**config.mk**
```make
export PLATFORM = sky130hd
export DESIGN_NAME = datapath_unit_selftest
export DESIGN_NICKNAME = d
export VERILOG_FILES = /design/src/rtl/datapath_unit_selftest.sv
export SDC_FILE = /design/constraint.sdc
export NUM_CORES = 1
export LEC_CHECK = 0
export ABC_CLOCK_PERIOD_IN_PS = 4000
export CELL_PAD_IN_SITES_DETAIL_PLACEMENT = 1
export CELL_PAD_IN_SITES_GLOBAL_PLACEMENT = 2
export CORE_MARGIN = 4
export CORE_UTILIZATION = 15
export CTS_CLUSTER_SIZE = 8
export DETAILED_ROUTE_END_ITERATION = 16
export PLACE_DENSITY_LB_ADDON = 0.1
export SLEW_MARGIN = 10
export SYNTH_ARGS = -nofsm -noshare
export SYNTH_HDL_FRONTEND = slang
export SYNTH_SLANG_ARGS = --single-unit
```
**constraint.sdc**
```tcl
create_clock -name clk -period 4 [get_ports clk]
set_input_delay 1.2 -clock clk [delete_from_list [all_inputs] [get_ports clk]]
set_output_delay 1.2 -clock clk [all_outputs]
set_load 0.02 [all_outputs]
```
**src/rtl/datapath_unit_selftest.sv**
```systemverilog
// Built-in self-test stage for the ALU, extender and data memory units.
// Applies fixed vectors, counts mismatches and raises a sticky finish flag.
module datapath_unit_selftest #(
   parameter logic [31:0] DM_BASE  = 32'h0000_0000,
   parameter int          DM_WORDS = 4,
   parameter int          ERR_W    = 8
) (
   input  logic             clk,
   input  logic             reset,
   input  logic             start,
   output logic             finish,
   output logic             pass,
   output logic [ERR_W-1:0] err_count,
   output logic [1:0]       fail_unit,
   output logic [31:0]      alu_a,
   output logic [31:0]      alu_b,
   output logic [1:0]       alu_op,
   input  logic [31:0]      alu_y,
   input  logic             alu_zero,
   output logic [15:0]      ext_in,
   output logic [1:0]       ext_op,
   input  logic [31:0]      ext_out,
   output logic [31:0]      dm_addr,
   output logic [31:0]      dm_wdata,
   output logic             dm_we,
   input  logic [31:0]      dm_rdata
);

   localparam int IDX_W = 5;

   typedef enum logic [2:0] {
      S_IDLE, S_ALU, S_EXT, S_DM_WR, S_DM_RD, S_DONE
   } state_t;

   state_t             state_q, state_d;
   logic [IDX_W-1:0]   idx_q, idx_d;
   logic               chk_q, chk_d;
   logic [ERR_W-1:0]   err_q, err_d;
   logic [1:0]         fail_q, fail_d;
   logic               finish_q, finish_d;
   logic               pass_q, pass_d;

   logic [1:0]  tbl_alu_op;
   logic [31:0] tbl_alu_a, tbl_alu_b, tbl_alu_y;
   logic        tbl_alu_zero;
   logic [1:0]  tbl_ext_op;
   logic [15:0] tbl_ext_in;
   logic [31:0] tbl_ext_out;
   logic [31:0] word_addr, word_data;
   logic        dm_we_c, mismatch;
   logic [1:0]  mismatch_unit;

   // Vector tables, indexed by the current vector number
   always_comb begin
      tbl_alu_op   = 2'b00;
      tbl_alu_a    = 32'd0;
      tbl_alu_b    = 32'd0;
      tbl_alu_y    = 32'd0;
      tbl_alu_zero = 1'b0;
      case (idx_q)
         5'd0: begin tbl_alu_op = 2'b00; tbl_alu_a = 32'd1;         tbl_alu_b = 32'd2; tbl_alu_y = 32'd3;         tbl_alu_zero = 1'b0; end
         5'd1: begin tbl_alu_op = 2'b00; tbl_alu_a = 32'hFFFF_FFFF; tbl_alu_b = 32'd1; tbl_alu_y = 32'd0;         tbl_alu_zero = 1'b1; end
         5'd2: begin tbl_alu_op = 2'b01; tbl_alu_a = 32'd5;         tbl_alu_b = 32'd7; tbl_alu_y = 32'hFFFF_FFFE; tbl_alu_zero = 1'b0; end
         5'd3: begin tbl_alu_op = 2'b01; tbl_alu_a = 32'd8;         tbl_alu_b = 32'd8; tbl_alu_y = 32'd0;         tbl_alu_zero = 1'b1; end
         default: begin
            tbl_alu_op   = 2'b10;
            tbl_alu_a    = 32'hF0F0_0000;
            tbl_alu_b    = 32'h0000_0F0F;
            tbl_alu_y    = 32'hF0F0_0F0F;
            tbl_alu_zero = 1'b0;
         end
      endcase
      tbl_ext_op  = 2'b00;
      tbl_ext_in  = 16'h8000;
      tbl_ext_out = 32'h0000_8000;
      case (idx_q[1:0])
         2'd1:    begin tbl_ext_op = 2'b01; tbl_ext_in = 16'h8000; tbl_ext_out = 32'hFFFF_8000; end
         2'd2:    begin tbl_ext_op = 2'b01; tbl_ext_in = 16'h7FFF; tbl_ext_out = 32'h0000_7FFF; end
         2'd3:    begin tbl_ext_op = 2'b10; tbl_ext_in = 16'h1234; tbl_ext_out = 32'h1234_0000; end
         default: begin tbl_ext_op = 2'b00; tbl_ext_in = 16'h8000; tbl_ext_out = 32'h0000_8000; end
      endcase
      word_addr = DM_BASE + {25'd0, idx_q, 2'b00};
      word_data = 32'hA5A5_0000 | {27'd0, idx_q};
   end

   // Sequencer: each checked vector spends one APPLY and one CHECK cycle
   always_comb begin
      state_d       = state_q;
      idx_d         = idx_q;
      chk_d         = chk_q;
      err_d         = err_q;
      fail_d        = fail_q;
      finish_d      = finish_q;
      pass_d        = pass_q;
      alu_a         = 32'd0;
      alu_b         = 32'd0;
      alu_op        = 2'b00;
      ext_in        = 16'd0;
      ext_op        = 2'b00;
      dm_addr       = 32'd0;
      dm_wdata      = 32'd0;
      dm_we_c       = 1'b0;
      mismatch      = 1'b0;
      mismatch_unit = 2'd0;
      case (state_q)
         S_IDLE: begin
            if (start) begin
               state_d = S_ALU;
               idx_d   = '0;
               chk_d   = 1'b0;
            end
         end
         S_ALU: begin
            alu_a  = tbl_alu_a;
            alu_b  = tbl_alu_b;
            alu_op = tbl_alu_op;
            chk_d  = ~chk_q;
            if (chk_q) begin
               mismatch      = (alu_y != tbl_alu_y) || (alu_zero != tbl_alu_zero);
               mismatch_unit = 2'd1;
               if (idx_q == 5'd4) begin
                  state_d = S_EXT;
                  idx_d   = '0;
               end else begin
                  idx_d = idx_q + 5'd1;
               end
            end
         end
         S_EXT: begin
            ext_in = tbl_ext_in;
            ext_op = tbl_ext_op;
            chk_d  = ~chk_q;
            if (chk_q) begin
               mismatch      = (ext_out != tbl_ext_out);
               mismatch_unit = 2'd2;
               if (idx_q == 5'd3) begin
                  state_d = S_DM_WR;
                  idx_d   = '0;
               end else begin
                  idx_d = idx_q + 5'd1;
               end
            end
         end
         S_DM_WR: begin
            dm_addr  = word_addr;
            dm_wdata = word_data;
            dm_we_c  = 1'b1;
            if (idx_q == IDX_W'(DM_WORDS - 1)) begin
               state_d = S_DM_RD;
               idx_d   = '0;
               chk_d   = 1'b0;
            end else begin
               idx_d = idx_q + 5'd1;
            end
         end
         S_DM_RD: begin
            dm_addr = word_addr;
            chk_d   = ~chk_q;
            if (chk_q) begin
               mismatch      = (dm_rdata != word_data);
               mismatch_unit = 2'd3;
               if (idx_q == IDX_W'(DM_WORDS - 1)) begin
                  state_d = S_DONE;
               end else begin
                  idx_d = idx_q + 5'd1;
               end
            end
         end
         S_DONE: begin
            finish_d = 1'b1;
            pass_d   = (err_q == '0);
         end
         default: state_d = S_IDLE;
      endcase
      if (mismatch) begin
         if (err_q != '1) err_d = err_q + ERR_W'(1);
         if (fail_q == 2'd0) fail_d = mismatch_unit;
      end
   end

   // Reset masks the write strobe so an abandoned run cannot commit a word
   assign dm_we     = dm_we_c && !reset;
   assign finish    = finish_q;
   assign pass      = pass_q;
   assign err_count = err_q;
   assign fail_unit = fail_q;

   always_ff @(posedge clk) begin
      if (reset) begin
         state_q  <= S_IDLE;
         idx_q    <= '0;
         chk_q    <= 1'b0;
         err_q    <= '0;
         fail_q   <= 2'd0;
         finish_q <= 1'b0;
         pass_q   <= 1'b0;
      end else begin
         state_q  <= state_d;
         idx_q    <= idx_d;
         chk_q    <= chk_d;
         err_q    <= err_d;
         fail_q   <= fail_d;
         finish_q <= finish_d;
         pass_q   <= pass_d;
      end
   end

endmodule

```
==> flow_metrics.env <==
export IMPL_max_slew_margin_rel_pct=60.2
export IMPL_cpMaxStageDelayCell="clkdlybuf4s50_1"
export IMPL_synth_compound_area_share_pct=10.9
export IMPL_overflow=0
export IMPL_wire_length_of_the_first_global_routing_pass_mm=18.2
export IMPL_postSynth_topFlopCell="dfxtp_1"
export IMPL_clkPwrFrac_pct=13.8
export IMPL_initial_core_util_pct=15.2
export IMPL_synthDominantAreaCellType="buf_4"
export IMPL_floorplan_core_area_um2=19400
export IMPL_post_route_drc_count=0
export IMPL_max_vdd_ir_drop_uv=133
export IMPL_fin_hold_ws_ps=489
export IMPL_clock_root_buffer="clkbuf_16"
export IMPL_worst_skew_pair_late_latency_ps=250
export IMPL_gp_congestion=0.734
export IMPL_setup_worst_path_class="flip-flop to output port"
export IMPL_arrival_ps=2470
export IMPL_post_synthesis_share_of_cell_area_spent_on_full_adders_half_adders_and_majority_gates_pct=2.97
export IMPL_min_path_cells=2
export IMPL_post_synth_and_or_nand_nor_area_fraction_pct=31.8
export IMPL_syn_area_um2=2950
export IMPL_grt_start_max_net_pins=22
export IMPL_ys_types=57
export IMPL_cp_required_ps=2800
export IMPL_detail_route_antenna_nets=0
export IMPL_yosys_top_cells_area="buf_4 (31%), dfxtp_1 (14%), nor2_1 (5.0%), nand4_1 (3.8%), nor4_1 (3.6%)"
export IMPL_async_flop_share_pct=0
export IMPL_yosysWarnings=0
export IMPL_finalWorstPathRequiredPeriod_ps=3670
export IMPL_share_seq_of_total_power_pct=16.7
export IMPL_finalWorstSetupSlack_ps=332
export IMPL_yosysSeqAreaShare_pct=14.2
export IMPL_max_slew_worst_pin_slew_ps=596
export IMPL_ordered_cell_list_for_the_critical_path="inv_1 -> ha_1 -> nor2_1 -> nand2_1 -> a21oi_1 -> or2_2 -> a31o_2 -> clkdlybuf4s50_1"
export IMPL_slew_viol_final=0
export IMPL_first_pass_iters=4
export IMPL_reg2reg_depth=10
export IMPL_timing_rr_start="idx_q[0]$_SDFFE_PP0P_"
export IMPL_mean_cell_area_of_the_mapped_netlist_um2=7.25
export IMPL_max_cap_violations=0
export IMPL_crit_path_max_incr_delay_ps=540
export IMPL_die_height_um=148
export IMPL_synth_edff_count=0
export IMPL_total_power_mw=1.58
export IMPL_startpoint_class_of_the_critical_path="flip-flop"
export IMPL_netlist_top_cells_count="buf_4 (122), nor2_1 (39), dfxtp_1 (21), nand4_1 (18), nor4_1 (17)"
export IMPL_proportion_of_total_power_due_to_net_switching_pct=45.5
export IMPL_synthToLayoutAreaGrowth_pct=58.3
export IMPL_fin_crit_sh_pct=91.7
export IMPL_endpoint_kind="output port"
export IMPL_rsz_0062_raised_after_global_routing="false"
export IMPL_worst_hold_startpoint="pass$_SDFFE_PP0N_"
export IMPL_synth_most_common_cell="buf_4"
export IMPL_total_of_flip_flops_plus_latches_after_synthesis=21
export IMPL_cts_hold_buffers_added=0
export IMPL_post_synth_inst_count=407
export IMPL_net_switching_power_mw=0.719
export IMPL_drt_wirelength_per_cell_um=14.8
export IMPL_grt_pass1_vias=3156
export IMPL_cellInternalPower_mw=0.862
export IMPL_clock_path_buffers=2
export IMPL_finClkSkew_ps=2.00
export IMPL_outcome="complete, no violations"
export IMPL_cts_tree="done"
export IMPL_number_of_vias_in_the_routed_layout=3150
export IMPL_critPathBufInv=2
export IMPL_n_antenna_cell=0
export IMPL_rows=51
export IMPL_preCtsSetupSlack_ps=249
export IMPL_yosysTopAreaCellShare_pct=31.0
export IMPL_clock_sinks=21
export IMPL_synth_top_family_by_area="buffers and inverters"
export IMPL_timing_final_setup_violations=0
export IMPL_worst_hold_path_endpoint="pass$_SDFFE_PP0N_"
export IMPL_post_synth_mux_area_share_pct=1.82
export IMPL_drtIter0Drc=80
export IMPL_pwr_density_cell_nw_per_um2=338
export IMPL_cp_top_family="buffers and inverters"
export IMPL_worst_r2r_endpoint="err_count[0]$_SDFFE_PP0P_"
export IMPL_comb_power_share_pct=69.5
export IMPL_io_buffers=190
export IMPL_layout_drive_gt1_share_pct=6.52
export IMPL_totalNegativeSetupSlack_ps=0
export IMPL_worst_min_delay_path_class="flip-flop to flip-flop"
export IMPL_die_area_um2=22000
export IMPL_cts_inserted_buffers=3
export IMPL_cts_clk_slew_worst_paths_ps=60
export IMPL_drt_vias_per_instance=3.86
export IMPL_initial_antenna_violation_count=0
export IMPL_detail_route_wirelength_mm=12.1
export IMPL_achievable_frequency_mhz=273
export IMPL_final_nets=660
export IMPL_timing_reg2reg_setup_slack_ps=1010
export IMPL_cts_htree_levels=1
export IMPL_floorplan_die_width_um=148
export IMPL_post_synthesis_xor_xnor_area_fraction_pct=3.26
export IMPL_io_pins=261
export IMPL_power_leakage_nw=1.70
export IMPL_worst_path_max_fanout=9
export IMPL_hold_viol=0
export IMPL_detailedPlacementHpwl_mm=10.3
export IMPL_grt_total_usage_pct=10.2
-- power groups by stage --
stage	combinational [mW]	clock (mW)	sequential [mW]
3_3_place_gp	1.11	0	0.270
2_1_floorplan	0.744	0	0.260
3_5_place_dp	1.12	0	0.269
4_1_cts	1.12	0.233	0.264
6_report	1.10	0.218	0.264
5_1_grt	1.21	0.236	0.270
-- cell type report --
type / instances / area (um^2)
clock buffer: 4 / 78.8
fill: 2375 / 14700
inverter: 7 / 26.3
multi-input combinational: 310 / 1760
sequential: 21 / 422
tap: 265 / 332
timing repair buffer: 210 / 2050
-- tightest hold or removal path: stages, from the launching register on --
cell,delay [ps]
dfxtp_1,310
nand2b_1,60
a21oi_1,60
-- stage by stage --
step	instance area (um^2)	std cells	util (%)
6_report	4670	817	24.1
4_1_cts	4670	817	24.1
3_5_place_dp	4590	813	23.7
3_3_place_gp	4590	813	23.7
5_1_grt	4670	817	24.1
2_1_floorplan	3210	476	-
-- state kept, by name (all words and copies together) (netlist names) --
signal / cells
err_count: 8
idx_q: 5
state_q: 3
fail_unit: 2
chk_q: 1
finish: 1
pass: 1
-- cells by family (layout without fill, tap and decap cells) --
kind of cell             after synthesis  count (layout)
AND/OR/NAND/NOR                      168             168
buffers and inverters                145             221
AO/OA/AOI/OAI                         49              49
flip-flops                            21              21
XOR/XNOR                              11              11
adder cells (fa/ha/maj)                7               7
multiplexers                           5               5
other                                  1              70
-- cell usage in the layout (no fill, tap or decap), types with 4 or more instances in the layout --
master,netlist,routed
conb_1,1,70
xor2_1,6,6
nor2b_1,5,5
nand4_1,18,18
and3_1,10,10
nand2_1,14,14
nor2_1,39,39
clkdlybuf4s50_1,0,190
nor4_1,17,17
nand3_1,7,7
or2_2,5,5
nand2b_1,5,5
dfxtp_1,21,20
a21oi_1,15,15
nor3_1,15,15
or4_1,10,10
xnor2_1,5,5
nor3b_1,4,4
inv_1,6,6
o21ai_0,6,6
and2_1,5,5
a31oi_1,6,6
ha_1,7,7
buf_4,122,20
-- worst max-delay path by stage --
stage | cells past startpoint | start | endpoint | slack (ps)
after floorplan | 6 | state_q[0]$_SDFFE_PP0P_ | alu_b[0] | 440
after global placement | 8 | alu_y[20] | err_count[0]$_SDFFE_PP0P_ | 290
after detailed placement | 8 | alu_y[20] | err_count[0]$_SDFFE_PP0P_ | 250
after CTS | 8 | idx_q[1]$_SDFFE_PP0P_ | alu_b[0] | 180
after global routing | 8 | idx_q[0]$_SDFFE_PP0P_ | alu_b[0] | 70
final | 8 | idx_q[1]$_SDFFE_PP0P_ | alu_b[0] | 330
-- timing repair --
action / 4_1_cts / 5_1_grt
setup buffers: 0 / 0
endpoints found under the setup margin: 0 / 1
resized for setup: 0 / 1
-- per-layer routing --
metal	part of all wire (%)	GRT usage (%)	vias up
met3	8.1	2.38	2
met5	0	0	-
met4	0.26	1.11	0
met1	43	13.3	1470
li1	-	-	1539
met2	48	17.8	139
Power figures use the tool's default switching activity.
